`src/rtl/udp_mii_tx.sv`:
```
// Fixed-length UDP/IPv4/Ethernet frame transmitter on a 4-bit MII, one nibble per s_clk.
// Define UDP_TX_IPCSUM_EN to compute the IPv4 header checksum; otherwise the field is sent as zero.
module udp_mii_tx #(
  parameter logic [47:0] SRC_MAC       = 48'h00_0A_35_01_02_03,
  parameter logic [31:0] SRC_IP        = 32'hC0A8_0002,
  parameter logic [15:0] SRC_PORT      = 16'd8080,
  parameter logic [15:0] DST_PORT      = 16'd8080,
  parameter int unsigned PAYLOAD_BYTES = 64
) (
  input  logic        s_clk,
  input  logic        rst,
  input  logic        go,
  input  logic [47:0] dst_mac,
  input  logic [31:0] dst_ip,
  input  logic [3:0]  fifo_data,
  output logic        fifo_en,
  output logic [3:0]  tx_data,
  output logic        tx_en,
  output logic        busy
);

  localparam int unsigned CNT_W    = 12;
  localparam int unsigned PAY_NIB  = 2 * PAYLOAD_BYTES;
  localparam int unsigned PRE_LAST = 15;
  localparam int unsigned HDR_LAST = 83;
  localparam int unsigned FCS_LAST = 7;
  localparam int unsigned IFG_LAST = 24;
  localparam logic [15:0] IP_LEN   = 16'(28 + PAYLOAD_BYTES);
  localparam logic [15:0] UDP_LEN  = 16'(8 + PAYLOAD_BYTES);
  localparam logic [31:0] CRC_POLY = 32'hEDB8_8320;

  typedef enum logic [2:0] {IDLE, PREAMBLE, HEADER, PAYLOAD, FCS, IFG} state_t;

  state_t           state, state_nx;
  logic [CNT_W-1:0] cnt, cnt_nx;
  logic [47:0]      dst_mac_q, dst_mac_nx;
  logic [31:0]      dst_ip_q, dst_ip_nx;
  logic [15:0]      ident, ident_nx;
  logic [31:0]      crc, crc_nx;
  logic [31:0]      fcs;
  logic [3:0]       tx_data_nx;
  logic             tx_en_nx;
  logic             fifo_en_nx;
  logic [15:0]      ip_csum;
  logic [335:0]     hdr;
  logic [5:0]       hdr_idx;
  logic [8:0]       hdr_sh;
  logic [7:0]       hdr_byte;
  logic [3:0]       hdr_nib;

  // Reflected CRC-32 advanced by one nibble, LSB first
  function automatic logic [31:0] crc_nib(input logic [31:0] c, input logic [3:0] d);
    logic [31:0] r;
    r = c;
    for (int i = 0; i < 4; i++) begin
      r = (r[0] ^ d[i]) ? ((r >> 1) ^ CRC_POLY) : (r >> 1);
    end
    return r;
  endfunction

`ifdef UDP_TX_IPCSUM_EN
  logic [15:0] csum_acc, csum_acc_nx, csum_word;
  logic [16:0] csum_sum;

  // One header word per preamble cycle, end-around carry folded each step
  always_comb begin
    csum_word = 16'h0000;
    case (cnt[3:0])
      4'd1:    csum_word = 16'h4500;
      4'd2:    csum_word = IP_LEN;
      4'd3:    csum_word = ident;
      4'd4:    csum_word = 16'h4000;
      4'd5:    csum_word = 16'h4011;
      4'd6:    csum_word = SRC_IP[31:16];
      4'd7:    csum_word = SRC_IP[15:0];
      4'd8:    csum_word = dst_ip_q[31:16];
      4'd9:    csum_word = dst_ip_q[15:0];
      default: csum_word = 16'h0000;
    endcase
    csum_sum    = {1'b0, csum_acc} + {1'b0, csum_word};
    csum_acc_nx = csum_acc;
    if (state == IDLE) begin
      csum_acc_nx = 16'h0000;
    end else if (state == PREAMBLE) begin
      csum_acc_nx = csum_sum[15:0] + 16'(csum_sum[16]);
    end
  end

  always_ff @(posedge s_clk or posedge rst) begin
    if (rst) begin
      csum_acc <= 16'h0000;
    end else begin
      csum_acc <= csum_acc_nx;
    end
  end

  assign ip_csum = ~csum_acc;
`else
  assign ip_csum = 16'h0000;
`endif

  assign fcs = ~crc;

  assign hdr = {dst_mac_q, SRC_MAC, 16'h0800,
                8'h45, 8'h00, IP_LEN, ident, 16'h4000, 8'h40, 8'h11, ip_csum,
                SRC_IP, dst_ip_q,
                SRC_PORT, DST_PORT, UDP_LEN, 16'h0000};

  // Header byte 0 sits in the top bits; low nibble of each byte goes first
  always_comb begin
    hdr_idx  = cnt[6:1];
    hdr_sh   = {6'd41 - hdr_idx, 3'b000};
    hdr_byte = 8'(hdr >> hdr_sh);
    hdr_nib  = cnt[0] ? hdr_byte[7:4] : hdr_byte[3:0];
  end

  // Next state; tx_* next values are the nibble prepared in the current state
  always_comb begin
    state_nx   = state;
    cnt_nx     = cnt + CNT_W'(1);
    tx_en_nx   = 1'b0;
    tx_data_nx = 4'h0;
    crc_nx     = crc;
    ident_nx   = ident;
    dst_mac_nx = dst_mac_q;
    dst_ip_nx  = dst_ip_q;
    fifo_en_nx = 1'b0;

    case (state)
      IDLE: begin
        cnt_nx = '0;
        crc_nx = 32'hFFFF_FFFF;
        if (go) begin
          state_nx   = PREAMBLE;
          cnt_nx     = CNT_W'(1);
          tx_en_nx   = 1'b1;
          tx_data_nx = 4'h5;
          dst_mac_nx = dst_mac;
          dst_ip_nx  = dst_ip;
        end
      end
      PREAMBLE: begin
        tx_en_nx   = 1'b1;
        tx_data_nx = (cnt == CNT_W'(PRE_LAST)) ? 4'hD : 4'h5;
        if (cnt == CNT_W'(PRE_LAST)) begin
          state_nx = HEADER;
          cnt_nx   = '0;
        end
      end
      HEADER: begin
        tx_en_nx   = 1'b1;
        tx_data_nx = hdr_nib;
        crc_nx     = crc_nib(crc, hdr_nib);
        if (cnt == CNT_W'(HDR_LAST)) begin
          state_nx = PAYLOAD;
          cnt_nx   = '0;
        end
      end
      PAYLOAD: begin
        tx_en_nx   = 1'b1;
        tx_data_nx = fifo_data;
        crc_nx     = crc_nib(crc, fifo_data);
        if (cnt == CNT_W'(PAY_NIB - 1)) begin
          state_nx = FCS;
          cnt_nx   = '0;
        end
      end
      FCS: begin
        tx_en_nx   = 1'b1;
        tx_data_nx = 4'(fcs >> {cnt[2:0], 2'b00});
        if (cnt == CNT_W'(FCS_LAST)) begin
          state_nx = IFG;
          cnt_nx   = '0;
          ident_nx = ident + 16'd1;
        end
      end
      IFG: begin
        if (cnt == CNT_W'(IFG_LAST)) begin
          state_nx = IDLE;
          cnt_nx   = '0;
        end
      end
      default: begin
        state_nx = IDLE;
        cnt_nx   = '0;
      end
    endcase

    // Strobe one cycle ahead of the payload slot that consumes the nibble
    if (state_nx == HEADER && cnt_nx == CNT_W'(HDR_LAST)) begin
      fifo_en_nx = 1'b1;
    end else if (state_nx == PAYLOAD && cnt_nx != CNT_W'(PAY_NIB - 1)) begin
      fifo_en_nx = 1'b1;
    end
  end

  always_ff @(posedge s_clk or posedge rst) begin
    if (rst) begin
      state     <= IDLE;
      cnt       <= '0;
      tx_en     <= 1'b0;
      tx_data   <= 4'h0;
      fifo_en   <= 1'b0;
      busy      <= 1'b0;
      ident     <= 16'h0000;
      crc       <= 32'hFFFF_FFFF;
      dst_mac_q <= '0;
      dst_ip_q  <= '0;
    end else begin
      state     <= state_nx;
      cnt       <= cnt_nx;
      tx_en     <= tx_en_nx;
      tx_data   <= tx_data_nx;
      fifo_en   <= fifo_en_nx;
      busy      <= (state_nx != IDLE);
      ident     <= ident_nx;
      crc       <= crc_nx;
      dst_mac_q <= dst_mac_nx;
      dst_ip_q  <= dst_ip_nx;
    end
  end

endmodule
```
`config.mk`:
```
export PLATFORM = sky130hd
export DESIGN_NAME = udp_mii_tx
export DESIGN_NICKNAME = d
export VERILOG_FILES = /design/src/rtl/udp_mii_tx.sv
export SDC_FILE = /design/constraint.sdc
export NUM_CORES = 1
export LEC_CHECK = 0
export ABC_AREA = 1
export BUFFER_PORTS_ARGS = -buffer_cell sky130_fd_sc_hd__buf_4
export CAP_MARGIN = 20
export CORE_MARGIN = 3
export CORE_UTILIZATION = 60
export DETAILED_ROUTE_END_ITERATION = 7
export GPL_TIMING_DRIVEN = 0
export PLACE_DENSITY_LB_ADDON = 0.1
export REMOVE_ABC_BUFFERS = 1
export SETUP_SLACK_MARGIN = 0.3
export SLEW_MARGIN = 10
export SYNTH_ARGS = -nofsm -noshare
export SYNTH_HDL_FRONTEND = slang
export SYNTH_SLANG_ARGS = --single-unit
```
`constraint.sdc`:
```
create_clock -name s_clk -period 12.6 [get_ports s_clk]
set_clock_uncertainty 0.2 [all_clocks]
set_input_delay 3.15 -clock s_clk [delete_from_list [all_inputs] [get_ports s_clk]]
set_output_delay 3.15 -clock s_clk [all_outputs]
set_load 0.1 [all_outputs]
```
==> impl_metrics.prom <==
# TYPE chip_impl_metric gauge
chip_impl_metric{name="io_pins",unit=""} 94
chip_impl_metric{name="cts.sink_count",unit=""} 150
chip_impl_info{name="criticalPathCategory",value="input port to flip-flop"} 1
chip_impl_metric{name="initial_core_util",unit="%"} 61.6
chip_impl_metric{name="io_buffer_count",unit=""} 93
chip_impl_metric{name="first_global_vias",unit=""} 8594
chip_impl_metric{name="number_of_antenna_violations_at_the_first_check_in_global_routing",unit=""} 0
chip_impl_metric{name="rows",unit=""} 45
chip_impl_metric{name="tritoncts.num_buffers",unit=""} 17
chip_impl_metric{name="worst_slack",unit="ns"} 7.67
chip_impl_metric{name="dp_hpwl",unit="µm"} 16700
chip_impl_metric{name="synth.distinct_cells",unit=""} 46
chip_impl_metric{name="initial_drt_markers",unit=""} 1051
chip_impl_info{name="cell_with_the_most_instances_after_synthesis",value="sky130_fd_sc_hd__nand2_1"} 1
chip_impl_metric{name="first_pass_iters",unit=""} 8
chip_impl_metric{name="ys_seq_area_share",unit="%"} 40.2
chip_impl_metric{name="final_period_minus_worst_setup_slack",unit="ns"} 4.93
chip_impl_metric{name="cell_count_after_synthesis",unit=""} 1344
chip_impl_metric{name="globalRoute.totalOverflow",unit=""} 0
chip_impl_info{name="status",value="finished, final reports clean"} 1
chip_impl_metric{name="worst_slew_pin_slew",unit="ns"} 0.938
chip_impl_metric{name="worst-r2r-setup-slack",unit="ns"} 7.85
chip_impl_metric{name="synth-edff-count",unit=""} 0
chip_impl_info{name="yosys_top_cell_by_area",value="sky130_fd_sc_hd__dfrtp_1"} 1
chip_impl_metric{name="post_route_cells_drive_above_1_share",unit="%"} 15.6
chip_impl_metric{name="pwr_density_cell",unit="mW/mm²"} 98.4
chip_impl_metric{name="timing.final.max_slew_violations",unit=""} 0
chip_impl_metric{name="cellInternalPower",unit="µW"} 830
chip_impl_info{name="rsz0062_at_grt",value="false"} 1
chip_impl_metric{name="vias_per_cell",unit=""} 5.65
chip_impl_metric{name="fin_total_pwr",unit="mW"} 1.07
chip_impl_metric{name="nets",unit=""} 1502
chip_impl_metric{name="timing.max_cap.violations",unit=""} 0
chip_impl_metric{name="final_antenna_net_count",unit=""} 0
chip_impl_metric{name="grt_pass1_wl",unit="µm"} 41200
chip_impl_metric{name="vias_after_detailed_routing",unit=""} 9185
chip_impl_metric{name="avgSynthCellArea",unit="µm²"} 7.02
chip_impl_info{name="r2r_end",value="crc[9]"} 1
chip_impl_metric{name="synth_top_cell_area_share",unit="%"} 31.3
chip_impl_info{name="dominant_cells_by_area_after_synthesis",value="sky130_fd_sc_hd__dfrtp_1 31%, sky130_fd_sc_hd__nand2_1 19%, sky130_fd_sc_hd__dfstp_2 8.9%, sky130_fd_sc_hd__nand3_1 6.4%, sky130_fd_sc_hd__o21ai_0 5.4%"} 1
chip_impl_metric{name="worst_skew_pair.late_latency",unit="ns"} 0.43
chip_impl_metric{name="critPathArrivalTime",unit="ns"} 5.08
chip_impl_metric{name="maxSlewHeadroom",unit="%"} 37.5
chip_impl_info{name="synth_ff_type",value="sky130_fd_sc_hd__dfrtp_1"} 1
chip_impl_metric{name="post_cts.resized_instances",unit=""} 0
chip_impl_metric{name="leakage_power_figure",unit="nW"} 5.57
chip_impl_info{name="timing.critical_path.from",value="fifo_data[1]"} 1
chip_impl_metric{name="fp.coreArea",unit="mm²"} 0.0153
chip_impl_metric{name="synth-seq-cells",unit=""} 150
chip_impl_metric{name="switching_share",unit="%"} 22.1
chip_impl_metric{name="die_x",unit="µm"} 131
chip_impl_metric{name="holdPathStages",unit=""} 2
chip_impl_metric{name="post_cts_hold_buffer_count",unit=""} 0
chip_impl_metric{name="pre_cts_slack",unit="ns"} 7.29
chip_impl_metric{name="gr_usage_total",unit="%"} 29.1
chip_impl_metric{name="power.ir.vdd_worst",unit="µV"} 89.8
chip_impl_metric{name="max_freq",unit="MHz"} 203
chip_impl_metric{name="cts_max_level",unit=""} 4
chip_impl_info{name="worst_setup_path_start_kind",value="input port"} 1
chip_impl_metric{name="power.switching",unit="µW"} 235
chip_impl_info{name="hold_path_class",value="flip-flop to flip-flop"} 1
chip_impl_metric{name="timing.reg2reg.worst_path_depth",unit=""} 20
chip_impl_metric{name="power.share.clock",unit="%"} 50.7
chip_impl_metric{name="wl_per_instance",unit="µm"} 15.5
chip_impl_metric{name="drc",unit=""} 0
chip_impl_metric{name="report.final.setup_viol",unit=""} 0
chip_impl_metric{name="drt_wl_total",unit="µm"} 25200
chip_impl_metric{name="cts_setup_buffers",unit=""} 0
chip_impl_metric{name="path_clk_slew",unit="ns"} 0.06
chip_impl_info{name="holdCritStartpoint",value="dst_ip_q[29]"} 1
chip_impl_metric{name="grt_max_degree",unit=""} 97
chip_impl_metric{name="die-area",unit="mm²"} 0.0173
chip_impl_metric{name="finalSetupTns",unit="ns"} 0
chip_impl_metric{name="yosys_synthesis_warning_count",unit=""} 0
chip_impl_metric{name="die-height",unit="µm"} 131
chip_impl_info{name="r2r_start",value="cnt[2]"} 1
chip_impl_metric{name="finalCritPeriodShare",unit="%"} 39.1
chip_impl_metric{name="cts_buffer_depth",unit=""} 2
chip_impl_metric{name="timing.hold.ws",unit="ns"} 0.280
chip_impl_metric{name="area_delta_synth_final",unit="%"} 14.7
chip_impl_metric{name="ys_async_sr_fraction",unit="%"} 100
chip_impl_info{name="cts.root.buffer_cell",value="sky130_fd_sc_hd__clkbuf_16"} 1
chip_impl_metric{name="diodes",unit=""} 0
chip_impl_metric{name="synth_area",unit="mm²"} 0.00944
chip_impl_metric{name="share_seq_of_total_power",unit="%"} 45.2
chip_impl_metric{name="comb_power_share",unit="%"} 4.1
chip_impl_metric{name="cp.required",unit="ns"} 12.75
chip_impl_metric{name="hold_violations",unit=""} 0
chip_impl_info{name="synthTopCellsByCount",value="474 x sky130_fd_sc_hd__nand2_1, 129 x sky130_fd_sc_hd__inv_1, 120 x sky130_fd_sc_hd__nand3_1, 118 x sky130_fd_sc_hd__dfrtp_1, 102 x sky130_fd_sc_hd__o21ai_0"} 1
chip_impl_info{name="tritoncts_clock_tree",value="done"} 1
chip_impl_info{name="min_delay_worst_endpoint",value="dst_ip_q[29]"} 1
chip_impl_metric{name="critical_path_peak_fanout",unit=""} 9
chip_impl_info{name="critical_path.endpoint_type",value="flip-flop"} 1
chip_impl_metric{name="finalWeightedCongestion",unit=""} 0.894
## metal layers
layer / share of wire (%) / GRT usage [%] / up-vias / wire [µm]
li1: - / - / 4411 / -
met1: 42 / 38.8 / 4302 / 10500
met2: 47 / 47.0 / 402 / 11900
met3: 8.1 / 4.98 / 70 / 2050
met4: 3.1 / 12.7 / 0 / 774
met5: 0 / 0 / - / 0
## worst max path at each step
stage / to / slack, ns / cells after the start
6_report: crc[18] / 7.67 / 12
3_5_place_dp: crc[18] / 7.29 / 12
4_1_cts: crc[18] / 7.74 / 12
5_1_grt: crc[9] / 7.54 / 20
2_1_floorplan: busy / 5.27 / 1
3_3_place_gp: cnt[9] / 3.49 / 2
## power groups by stage
stage | clock network (mW) | registers [mW] | logic [mW]
after global placement | 0 | 0.491 | 0.0416
after floorplan | 0 | 0.491 | 0.0153
final | 0.540 | 0.482 | 0.0432
after global routing | 0.565 | 0.482 | 0.0479
after detailed placement | 0 | 0.491 | 0.0434
after CTS | 0.543 | 0.482 | 0.0437
## logic make-up (layout without fill, tap and decap cells)
kind of cell	count (synthesis)	count (layout)	share of synthesized area, %
simple gates	746	746	33.8
flops	150	150	40.2
buf+inv	197	268	8.96
xor+xnor	38	38	3.61
compound gates	200	200	11.7
fa+ha+maj	13	13	1.72
## cell usage in the layout (no fill, tap or decap), types with 3 or more instances in the layout
cell type and count:
sky130_fd_sc_hd__o22ai_1 3, sky130_fd_sc_hd__nand2_1 473, sky130_fd_sc_hd__a31oi_1 6, sky130_fd_sc_hd__a21oi_2 4, sky130_fd_sc_hd__nand4_1 10, sky130_fd_sc_hd__o211ai_1 9
sky130_fd_sc_hd__bufinv_16 3, sky130_fd_sc_hd__inv_6 5, sky130_fd_sc_hd__o21ai_0 102, sky130_fd_sc_hd__nand3b_1 3, sky130_fd_sc_hd__clkbuf_16 17, sky130_fd_sc_hd__buf_4 93
sky130_fd_sc_hd__inv_4 3, sky130_fd_sc_hd__nor3_1 10, sky130_fd_sc_hd__o21ai_1 12, sky130_fd_sc_hd__nand3_1 120, sky130_fd_sc_hd__dfstp_2 32, sky130_fd_sc_hd__inv_2 6
sky130_fd_sc_hd__a32oi_1 6, sky130_fd_sc_hd__nor2_2 12, sky130_fd_sc_hd__xor2_1 29, sky130_fd_sc_hd__a21oi_1 47, sky130_fd_sc_hd__nand2_2 16, sky130_fd_sc_hd__a22oi_1 7
sky130_fd_sc_hd__inv_1 127, sky130_fd_sc_hd__nor2_1 83, sky130_fd_sc_hd__dfrtp_1 115, sky130_fd_sc_hd__ha_1 13, sky130_fd_sc_hd__xnor2_1 8, sky130_fd_sc_hd__nand2_4 7
## through the flow
stage	utilization [%]	instances	area (µm²)
5_1_grt	70.7	1626	10800
2_1_floorplan	-	1285	9110
3_3_place_gp	65.8	1589	10100
3_5_place_dp	66.6	1594	10200
6_report	70.7	1626	10800
4_1_cts	70.7	1626	10800
## sequential cells by signal, indices dropped and copies added, names as in the netlist
register and cells:
busy 1, cnt 12, crc 32, dst_ip_q 32, dst_mac_q 48, fifo_en 1
ident 16, state 3, tx_data 4, tx_en 1
## cell type report
| type | instances | area (µm²) |
|---|---|---|
| repair buffers | 98 | 808 |
| flip-flops and latches | 150 | 3800 |
| fillers | 1307 | 4490 |
| inverters | 138 | 533 |
| well taps | 211 | 264 |
| clock buffers | 21 | 460 |
| multi-input cells | 997 | 4800 |
| clock inverters | 11 | 161 |
## worst max-delay path, cell delays in order
cell and delay, ns:
sky130_fd_sc_hd__buf_4 0.13, sky130_fd_sc_hd__inv_1 0.07, sky130_fd_sc_hd__nand2_1 0.05, sky130_fd_sc_hd__nand2_1 0.30
sky130_fd_sc_hd__inv_1 0.17, sky130_fd_sc_hd__nand2_1 0.11, sky130_fd_sc_hd__nand2_1 0.20, sky130_fd_sc_hd__xor2_1 0.22
sky130_fd_sc_hd__or2_2 0.31, sky130_fd_sc_hd__a31oi_1 0.16, sky130_fd_sc_hd__inv_1 0.06, sky130_fd_sc_hd__a21oi_1 0.14
Power figures use the tool's default switching activity.
